$ cat src/rtl/vga_pkg.sv
// Shared timing defaults, widths and colour LUT for the VGA raster generator.
// Holds 800x600@60 defaults, total-count helper, counter widths and bar colours.
package vga_pkg;

  localparam int HCNT_W = 11;
  localparam int VCNT_W = 10;

  localparam int H_ACTIVE_D = 800;
  localparam int H_FP_D     = 40;
  localparam int H_SYNC_D   = 128;
  localparam int H_BP_D     = 88;
  localparam int V_ACTIVE_D = 600;
  localparam int V_FP_D     = 1;
  localparam int V_SYNC_D   = 4;
  localparam int V_BP_D     = 23;

  localparam bit HSYNC_POL_D = 1'b1;
  localparam bit VSYNC_POL_D = 1'b1;

  function automatic int axis_total(
    input int act,
    input int fp,
    input int sync,
    input int bp
  );
    return act + fp + sync + bp;
  endfunction

  function automatic int h_total(
    input int act, input int fp,
    input int sync, input int bp
  );
    return axis_total(act, fp, sync, bp);
  endfunction

  function automatic int v_total(
    input int act, input int fp,
    input int sync, input int bp
  );
    return axis_total(act, fp, sync, bp);
  endfunction

  localparam int H_TOTAL_D =
    h_total(H_ACTIVE_D, H_FP_D, H_SYNC_D, H_BP_D);
  localparam int V_TOTAL_D =
    v_total(V_ACTIVE_D, V_FP_D, V_SYNC_D, V_BP_D);

  // 3-3-2 RGB: white, yellow, cyan, green,
  // magenta, red, blue, black
  localparam logic [7:0] BAR_LUT [8] = '{
    8'hFF, 8'hFC, 8'h1F, 8'h1C,
    8'hE3, 8'hE0, 8'h03, 8'h00
  };

endpackage

$ cat src/rtl/vga_axis_counter.sv
// One raster axis: wrapping position counter plus next-cycle sync/active flags.
// Ports: clk, rst, inc (advance), cnt (position), wrap, sync_nxt, act_nxt.
module vga_axis_counter
  import vga_pkg::*;
#(
  parameter int W      = 11,
  parameter int ACTIVE = 800,
  parameter int FP     = 40,
  parameter int SYNC   = 128,
  parameter int BP     = 88,
  parameter bit POL    = 1'b1
) (
  input  logic         clk,
  input  logic         rst,
  input  logic         inc,
  output logic [W-1:0] cnt,
  output logic         wrap,
  output logic         sync_nxt,
  output logic         act_nxt
);

  localparam int TOTAL =
    axis_total(ACTIVE, FP, SYNC, BP);

  localparam logic [W-1:0] LAST    = W'(TOTAL - 1);
  localparam logic [W-1:0] ACT_END = W'(ACTIVE);
  localparam logic [W-1:0] SYNC_LO = W'(ACTIVE + FP);
  localparam logic [W-1:0] SYNC_HI =
    W'(ACTIVE + FP + SYNC - 1);

  logic at_last;
  logic in_sync;

  assign at_last = (cnt == LAST);
  assign wrap    = inc && at_last;

  always_ff @(posedge clk or posedge rst) begin
    if (rst) begin
      cnt <= '0;
    end else if (inc) begin
      cnt <= at_last ? '0 : cnt + W'(1);
    end
  end

  assign in_sync  = (cnt >= SYNC_LO) && (cnt <= SYNC_HI);
  assign sync_nxt = in_sync ? POL : ~POL;
  assign act_nxt  = (cnt < ACT_END);

endmodule

$ cat src/rtl/vga_timing_gen.sv
// 800x600@60 raster timing generator: registered syncs, active, x/y, strobes.
// Ports: clk, rst, en -> hsync, vsync, active, pixel_x, pixel_y, line_start,
// frame_start, frame_count; rgb test pattern added by VGA_TIMING_TESTPAT_EN.
module vga_timing_gen
  import vga_pkg::*;
#(
  parameter int H_ACTIVE  = H_ACTIVE_D,
  parameter int H_FP      = H_FP_D,
  parameter int H_SYNC    = H_SYNC_D,
  parameter int H_BP      = H_BP_D,
  parameter int V_ACTIVE  = V_ACTIVE_D,
  parameter int V_FP      = V_FP_D,
  parameter int V_SYNC    = V_SYNC_D,
  parameter int V_BP      = V_BP_D,
  parameter bit HSYNC_POL = HSYNC_POL_D,
  parameter bit VSYNC_POL = VSYNC_POL_D
) (
  input  logic              clk,
  input  logic              rst,
  input  logic              en,
  output logic              hsync,
  output logic              vsync,
  output logic              active,
  output logic [HCNT_W-1:0] pixel_x,
  output logic [VCNT_W-1:0] pixel_y,
  output logic              line_start,
  output logic              frame_start,
  output logic [7:0]        frame_count
`ifdef VGA_TIMING_TESTPAT_EN
  ,
  output logic [7:0]        rgb
`endif
);

  logic [HCNT_W-1:0] h_cnt;
  logic [VCNT_W-1:0] v_cnt;
  logic h_wrap, v_wrap;
  logic h_sync, v_sync;
  logic h_act, v_act;

  vga_axis_counter #(
    .W(HCNT_W), .ACTIVE(H_ACTIVE), .FP(H_FP),
    .SYNC(H_SYNC), .BP(H_BP), .POL(HSYNC_POL)
  ) u_h (
    .clk(clk), .rst(rst), .inc(en),
    .cnt(h_cnt), .wrap(h_wrap),
    .sync_nxt(h_sync), .act_nxt(h_act)
  );

  vga_axis_counter #(
    .W(VCNT_W), .ACTIVE(V_ACTIVE), .FP(V_FP),
    .SYNC(V_SYNC), .BP(V_BP), .POL(VSYNC_POL)
  ) u_v (
    .clk(clk), .rst(rst), .inc(h_wrap),
    .cnt(v_cnt), .wrap(v_wrap),
    .sync_nxt(v_sync), .act_nxt(v_act)
  );

  // Outputs present the position the counters hold now,
  // so they trail the counters by one clock. v_wrap fires
  // on the edge that presents the frame's last pixel.
  always_ff @(posedge clk or posedge rst) begin
    if (rst) begin
      pixel_x     <= '0;
      pixel_y     <= '0;
      active      <= 1'b0;
      hsync       <= ~HSYNC_POL;
      vsync       <= ~VSYNC_POL;
      line_start  <= 1'b0;
      frame_start <= 1'b0;
      frame_count <= '0;
    end else if (en) begin
      pixel_x     <= h_cnt;
      pixel_y     <= v_cnt;
      active      <= h_act && v_act;
      hsync       <= h_sync;
      vsync       <= v_sync;
      line_start  <= (h_cnt == '0);
      frame_start <= (h_cnt == '0) && (v_cnt == '0);
      if (v_wrap) begin
        frame_count <= frame_count + 8'd1;
      end
    end
  end

`ifdef VGA_TIMING_TESTPAT_EN
  localparam logic [HCNT_W-1:0] H_LAST =
    HCNT_W'(H_ACTIVE - 1);
  localparam logic [VCNT_W-1:0] V_LAST =
    VCNT_W'(V_ACTIVE - 1);

  logic       border;
  logic [7:0] rgb_nxt;

  always_comb begin
    border  = (h_cnt == '0) || (h_cnt == H_LAST) ||
              (v_cnt == '0) || (v_cnt == V_LAST);
    rgb_nxt = '0;
    if (h_act && v_act) begin
      rgb_nxt = border ? 8'hFF : BAR_LUT[h_cnt[9:7]];
    end
  end

  always_ff @(posedge clk or posedge rst) begin
    if (rst) begin
      rgb <= '0;
    end else if (en) begin
      rgb <= rgb_nxt;
    end
  end
`endif

endmodule

$ cat config.mk
export PLATFORM = sky130hd
export DESIGN_NAME = vga_timing_gen
export DESIGN_NICKNAME = d
export VERILOG_FILES = /design/src/rtl/vga_pkg.sv /design/src/rtl/vga_axis_counter.sv /design/src/rtl/vga_timing_gen.sv
export SDC_FILE = /design/constraint.sdc
export NUM_CORES = 1
export LEC_CHECK = 0
export ABC_AREA = 1
export BUFFER_PORTS_ARGS = -buffer_cell sky130_fd_sc_hd__buf_2
export CORE_UTILIZATION = 36
export CTS_CLUSTER_DIAMETER = 60
export CTS_CLUSTER_SIZE = 20
export DETAILED_ROUTE_END_ITERATION = 8
export GPL_TIMING_DRIVEN = 1
export PLACE_DENSITY = 0.63
export SETUP_SLACK_MARGIN = 0.3
export SLEW_MARGIN = 20
export SYNTH_ARGS = -nofsm -noshare
export SYNTH_HDL_FRONTEND = slang
export SYNTH_HIERARCHICAL = 1
export SYNTH_SLANG_ARGS = --single-unit
$ cat constraint.sdc
create_clock -name clk -period 2.45 [get_ports clk]
set_input_delay 0.1225 -clock clk [delete_from_list [all_inputs] [get_ports clk]]
set_output_delay 0.1225 -clock clk [all_outputs]
set_load 0.005 [all_outputs]
Yosys cells after proc, flatten, opt, wreduce, memory -nomap -nowiden. Index checks and enable logic that the tools add are counted.

Word-level logic and storage cells: 34. Register bits: 55. Input bits: 3. Output and inout port bits: 34.

Magnitude comparators: 6. Equal/unequal tests: 2. Reduce and logical (&&, ||, !) cells: 9. Multiplexer cells: 4. $add $sub $neg: 3.

Operator list (count): adder 11 x 1 -> 11 bit, second input constant (1); == test 11 bit, second input constant (1); greater-or-equal comparator 11 x 10 -> 1 bit, second input constant (1); <= comparator 11 x 10 -> 1 bit, second input constant (1); logical NOT 11 bit (1); less-than comparator 11 x 10 -> 1 bit, second input constant (1); two-way mux 11 bit (1); adder 10 x 1 -> 10 bit, second input constant (1); == test 10 bit, second input constant (1); greater-or-equal comparator 10 bit, second input constant (1); <= comparator 10 bit, second input constant (1); logical NOT 10 bit (1); less-than comparator 10 bit, second input constant (1); two-way mux 10 bit (1); adder 8 x 1 -> 8 bit, second input constant (1); logical AND 1 bit (6); two-way mux 1 bit (2); AND reduction 2 bit (1).

Longest topological paths before layout.
Depth in word-level cells: 4. Gate-level depth with buffers: 13.

Hierarchy. Netlist, hierarchy kept.

By module, submodules not included: vga_timing_gen (times used 1, area each 1436.4 um^2, cells an instance 172); vga_axis_counter (u_h) (times used 1, area each 716.9 um^2, cells an instance 105); vga_axis_counter (u_v) (times used 1, area each 659.4 um^2, cells an instance 91).

Worst setup path before layout. No wires, ideal clock.

Path kind: register -> register. Start point: register u_h.cnt[1]. End point: register frame_count[6]. Library setup time: 0.118 ns. Path buffers: 0. Stages on the path, launching flop included: 13. Slack: 0.335 ns. Arrival time: 1.996 ns. Required time: 2.332 ns. Cell sequence: dfrtp_1 > ha_1 > inv_1 > nor2_4 > nand4_1 > nor2_1 > nand3_1 > inv_1 > nand2_1 > nor2_1 > nand4_1 > nand2_1 > nand2_1.

Cells in the longest elaborated chain, start to end: 4.

RTL lines: start: declaration (RTL line vga_axis_counter.sv:16) `output logic [W-1:0] cnt,`; start signal: assignment (RTL line vga_axis_counter.sv:41) `cnt <= at_last ? '0 : cnt + W'(1);`; == test 11 bit (RTL line vga_axis_counter.sv:34) `assign at_last = (cnt == LAST);`; logical AND 1 bit (RTL line vga_axis_counter.sv:35) `assign wrap = inc && at_last;`; named net h_wrap (RTL line vga_timing_gen.sv:37) `logic h_wrap, v_wrap;`; logical AND 1 bit (RTL line vga_axis_counter.sv:35); named net v_wrap (RTL line vga_timing_gen.sv:37); AND reduction 2 bit (no line); end signal: assignment (RTL line vga_timing_gen.sv:81) `frame_count <= frame_count + 8'd1;`; end: declaration (RTL line vga_timing_gen.sv:28) `output logic [7:0] frame_count`.

The timed path passes the listed nets, and every way through them passes these cells. A chain may end at the register's enable or synchronous reset.

Worst setup path in the final report.
Start point: register u_h.cnt[1]. End point: register frame_count[7].

The elaborated chain is that of the path after synthesis.

==> reports/metrics.cfg <==
[sta]
fmax_mhz = 501
hold_viol = 0
min_period_ns = 2.00
post-route-period-util = 0.815
setup-tns-final_ns = 0
fin_skew_ns = 0.00588
max-slew-margin-rel = 0.678
worst_pin_slew_ns = 0.483
rsz0062_at_grt = false
whs_ns = 0.196
finalSetupViolCount = 0
slew_viol_final = 0

[detailed_routing]
drt_first_pass_iters = 4
routed_wl_um = 6200
via_per_inst = 4.72
ant_nets = 0
drc = 0
wl_per_cell_um = 12.1
route.vias.total = 2416
drt_iter0_drc = 196

[pwr]
ir_drop_mv = 0.303
leakage_nw = 1.84
powerDensity_nw_per_um2 = 629

[placement]
numPortBuffers = 36
dp_hpwl_um = 4410
placed_area_sq_um = 3120
dp.cells = 501
gp_congestion = 0.902

[setup_path]
r2r_setup_slack_ns = 0.45
reg2reg_from = u_h/cnt[1]$_DFFE_PP0P_
rr_endpoint = frame_count[7]$_DFFE_PP0P_
crit_required_ns = 2.67
reg2regPathDepth = 12
crit_path_end_kind = register
cp-start-kind = register
arrival_ns = 2.21
critPathMaxFanout = 6
critPathKind = reg2reg

[yosys]
async_reset_ff_frac = 1.00
ys_warn_count = 6
synth_cells = 368
synthDistinctLibCells = 28
synth-seq-cells = 55
synth.avg_cell_area_sq_um = 7.64
synth_edf_count = 0
ys_seq_area_frac = 0.489
syn_nets = 378
synth-main-ff-cell = dfrtp_1
synthesis.area_sq_um = 2810

[floorplanning]
die_w_um = 90.4
die_height_um = 90.4
io_pins = 37
rows = 31
die_area_sq_um = 8170
start_util = 0.380
coreArea_sq_um = 7410

[min_path]
hold_start = en
worst_hold_path_type = in2reg
min_path_cells = 4
hold_path_end = u_h/cnt[0]$_DFFE_PP0P_

[clock_tree]
numCtsBuffers = 5
htree_levels = 2
cts_tree = yes
clock_latency_ns = 0.31
cts_root_buf = clkbuf_8
clockBufferDepth = 2
cts.sinks = 55
clk_pin_slew_ns = 0.11

[global_route]
antenna_found_initial = 0
grt_usage = 0.160
grt_pass1_wl_um = 10700
grt_overflow_total = 0
grt_max_degree = 32
grt_pass1_vias = 2322

[outcome]
status = completed

[finish]
final_cell_mix = 136 x nand2_1, 54 x dfrtp_1, 45 x inv_1
drive_above_1_share = 0.169
final_core_util = 0.441
nNetsFinal = 422
syn2layout_area_growth_pct = 16.3
design_area_sq_um = 3270
layoutNonFillerInstCount = 512
diodes = 0
final_common_cell = nand2_1

[job]
drv_cap = 0

==> what timing repair did <==
item                       CTS  global route
pin swaps                    0             1
hold endpoints to repair    28             0
gates resized for setup      2             7
setup endpoints to repair    4             6
hold buffers                 1             0
buffers inserted             1             1
==> cells by family after synthesis <==
kind of cell | share of synthesized area
simple gates | 0.343
flops | 0.489
buf+inv | 0.0765
compound gates | 0.0280
xor+xnor | 0.0280
fa+ha+maj | 0.0311
mux | 0.00400
==> worst max-delay path by stage <==
stage,start,endpoint,slack [ns],cells after the start
finish,u_h/cnt[1]$_DFFE_PP0P_,frame_count[7]$_DFFE_PP0P_,0.45,12
global route,u_h/cnt[1]$_DFFE_PP0P_,frame_count[7]$_DFFE_PP0P_,0.29,12
CTS,u_h/cnt[1]$_DFFE_PP0P_,frame_count[6]$_DFFE_PP0P_,0.33,12
detailed placement,u_h/cnt[1]$_DFFE_PP0P_,frame_count[6]$_DFFE_PP0P_,0.27,12
global placement,u_h/cnt[1]$_DFFE_PP0P_,frame_count[6]$_DFFE_PP0P_,0.35,12
floorplan,u_h/cnt[1]$_DFFE_PP0P_,frame_count[6]$_DFFE_PP0P_,0.34,12
==> critical path, stage by stage (launching register included) <==
cell and delay (ns):
dfrtp_2 0.42, ha_1 0.21, inv_1 0.09, nor2_4 0.16, nand4_1 0.12, nor2_2 0.18
nand3_4 0.12, inv_2 0.10, nand3_1 0.12, nor2_4 0.19, nand3_1 0.09, nand2_1 0.07
inv_1 0.03
==> where the power goes <==
| part | switching [mW] | internal (mW) |
|---|---|---|
| sequential | 0.117 | 1.01 |
| clock | 0.318 | 0.213 |
| combinational | 0.237 | 0.161 |
| total | 0.672 | 1.38 |
==> through the flow <==
step	worst slack [ns]	total power, mW
2_1_floorplan	0.335	1.38
3_3_place_gp	0.348	1.52
3_5_place_dp	0.266	1.53
4_1_cts	0.327	2.07
5_1_grt	0.289	2.18
6_report	0.454	2.06
==> cell usage after synthesis, types with 2 or more instances <==
master / instances / area, sq um
a21oi_1: 4 / 20.0
nor2_2: 2 / 12.5
buf_2: 3 / 15.0
o21ai_0: 7 / 35.0
clkbuf_1: 2 / 7.51
xor2_1: 6 / 52.6
nor3_1: 2 / 10.0
nand2_1: 137 / 514
ha_1: 7 / 87.6
nand4_1: 6 / 37.5
inv_1: 46 / 173
dfrtp_1: 55 / 1380
xnor2_1: 3 / 26.3
nor2_1: 43 / 161
nand3b_1: 2 / 15.0
nand2_2: 3 / 18.8
nand3_1: 27 / 135
nor2_4: 3 / 33.8
==> layer usage <==
metal | GRT usage | wire, um | vias up
li1 | - | - | 1213
met1 | 0.224 | 3030 | 1140
met2 | 0.242 | 2700 | 57
met3 | 0.0446 | 383 | 6
met4 | 0.0484 | 78 | 0
met5 | 0 | 0 | -
==> flip-flops by register name, indices dropped and copies added (netlist names) <==
name         count
active           1
frame_count      8
frame_start      1
hsync            1
line_start       1
pixel_x         11
pixel_y         10
u_h/cnt         11
u_v/cnt         10
vsync            1
==> area by class of cell <==
cell class	instances	area [sq um]
Inverter	47	176
Clock inverter	3	28.8
Multi-Input combinational cell	259	1250
Fill cell	765	4140
Sequential cell	55	1380
Clock buffer	5	68.8
Timing Repair Buffer	44	243
Tap cell	99	124
No activity file was read; power rests on OpenSTA's default activity.
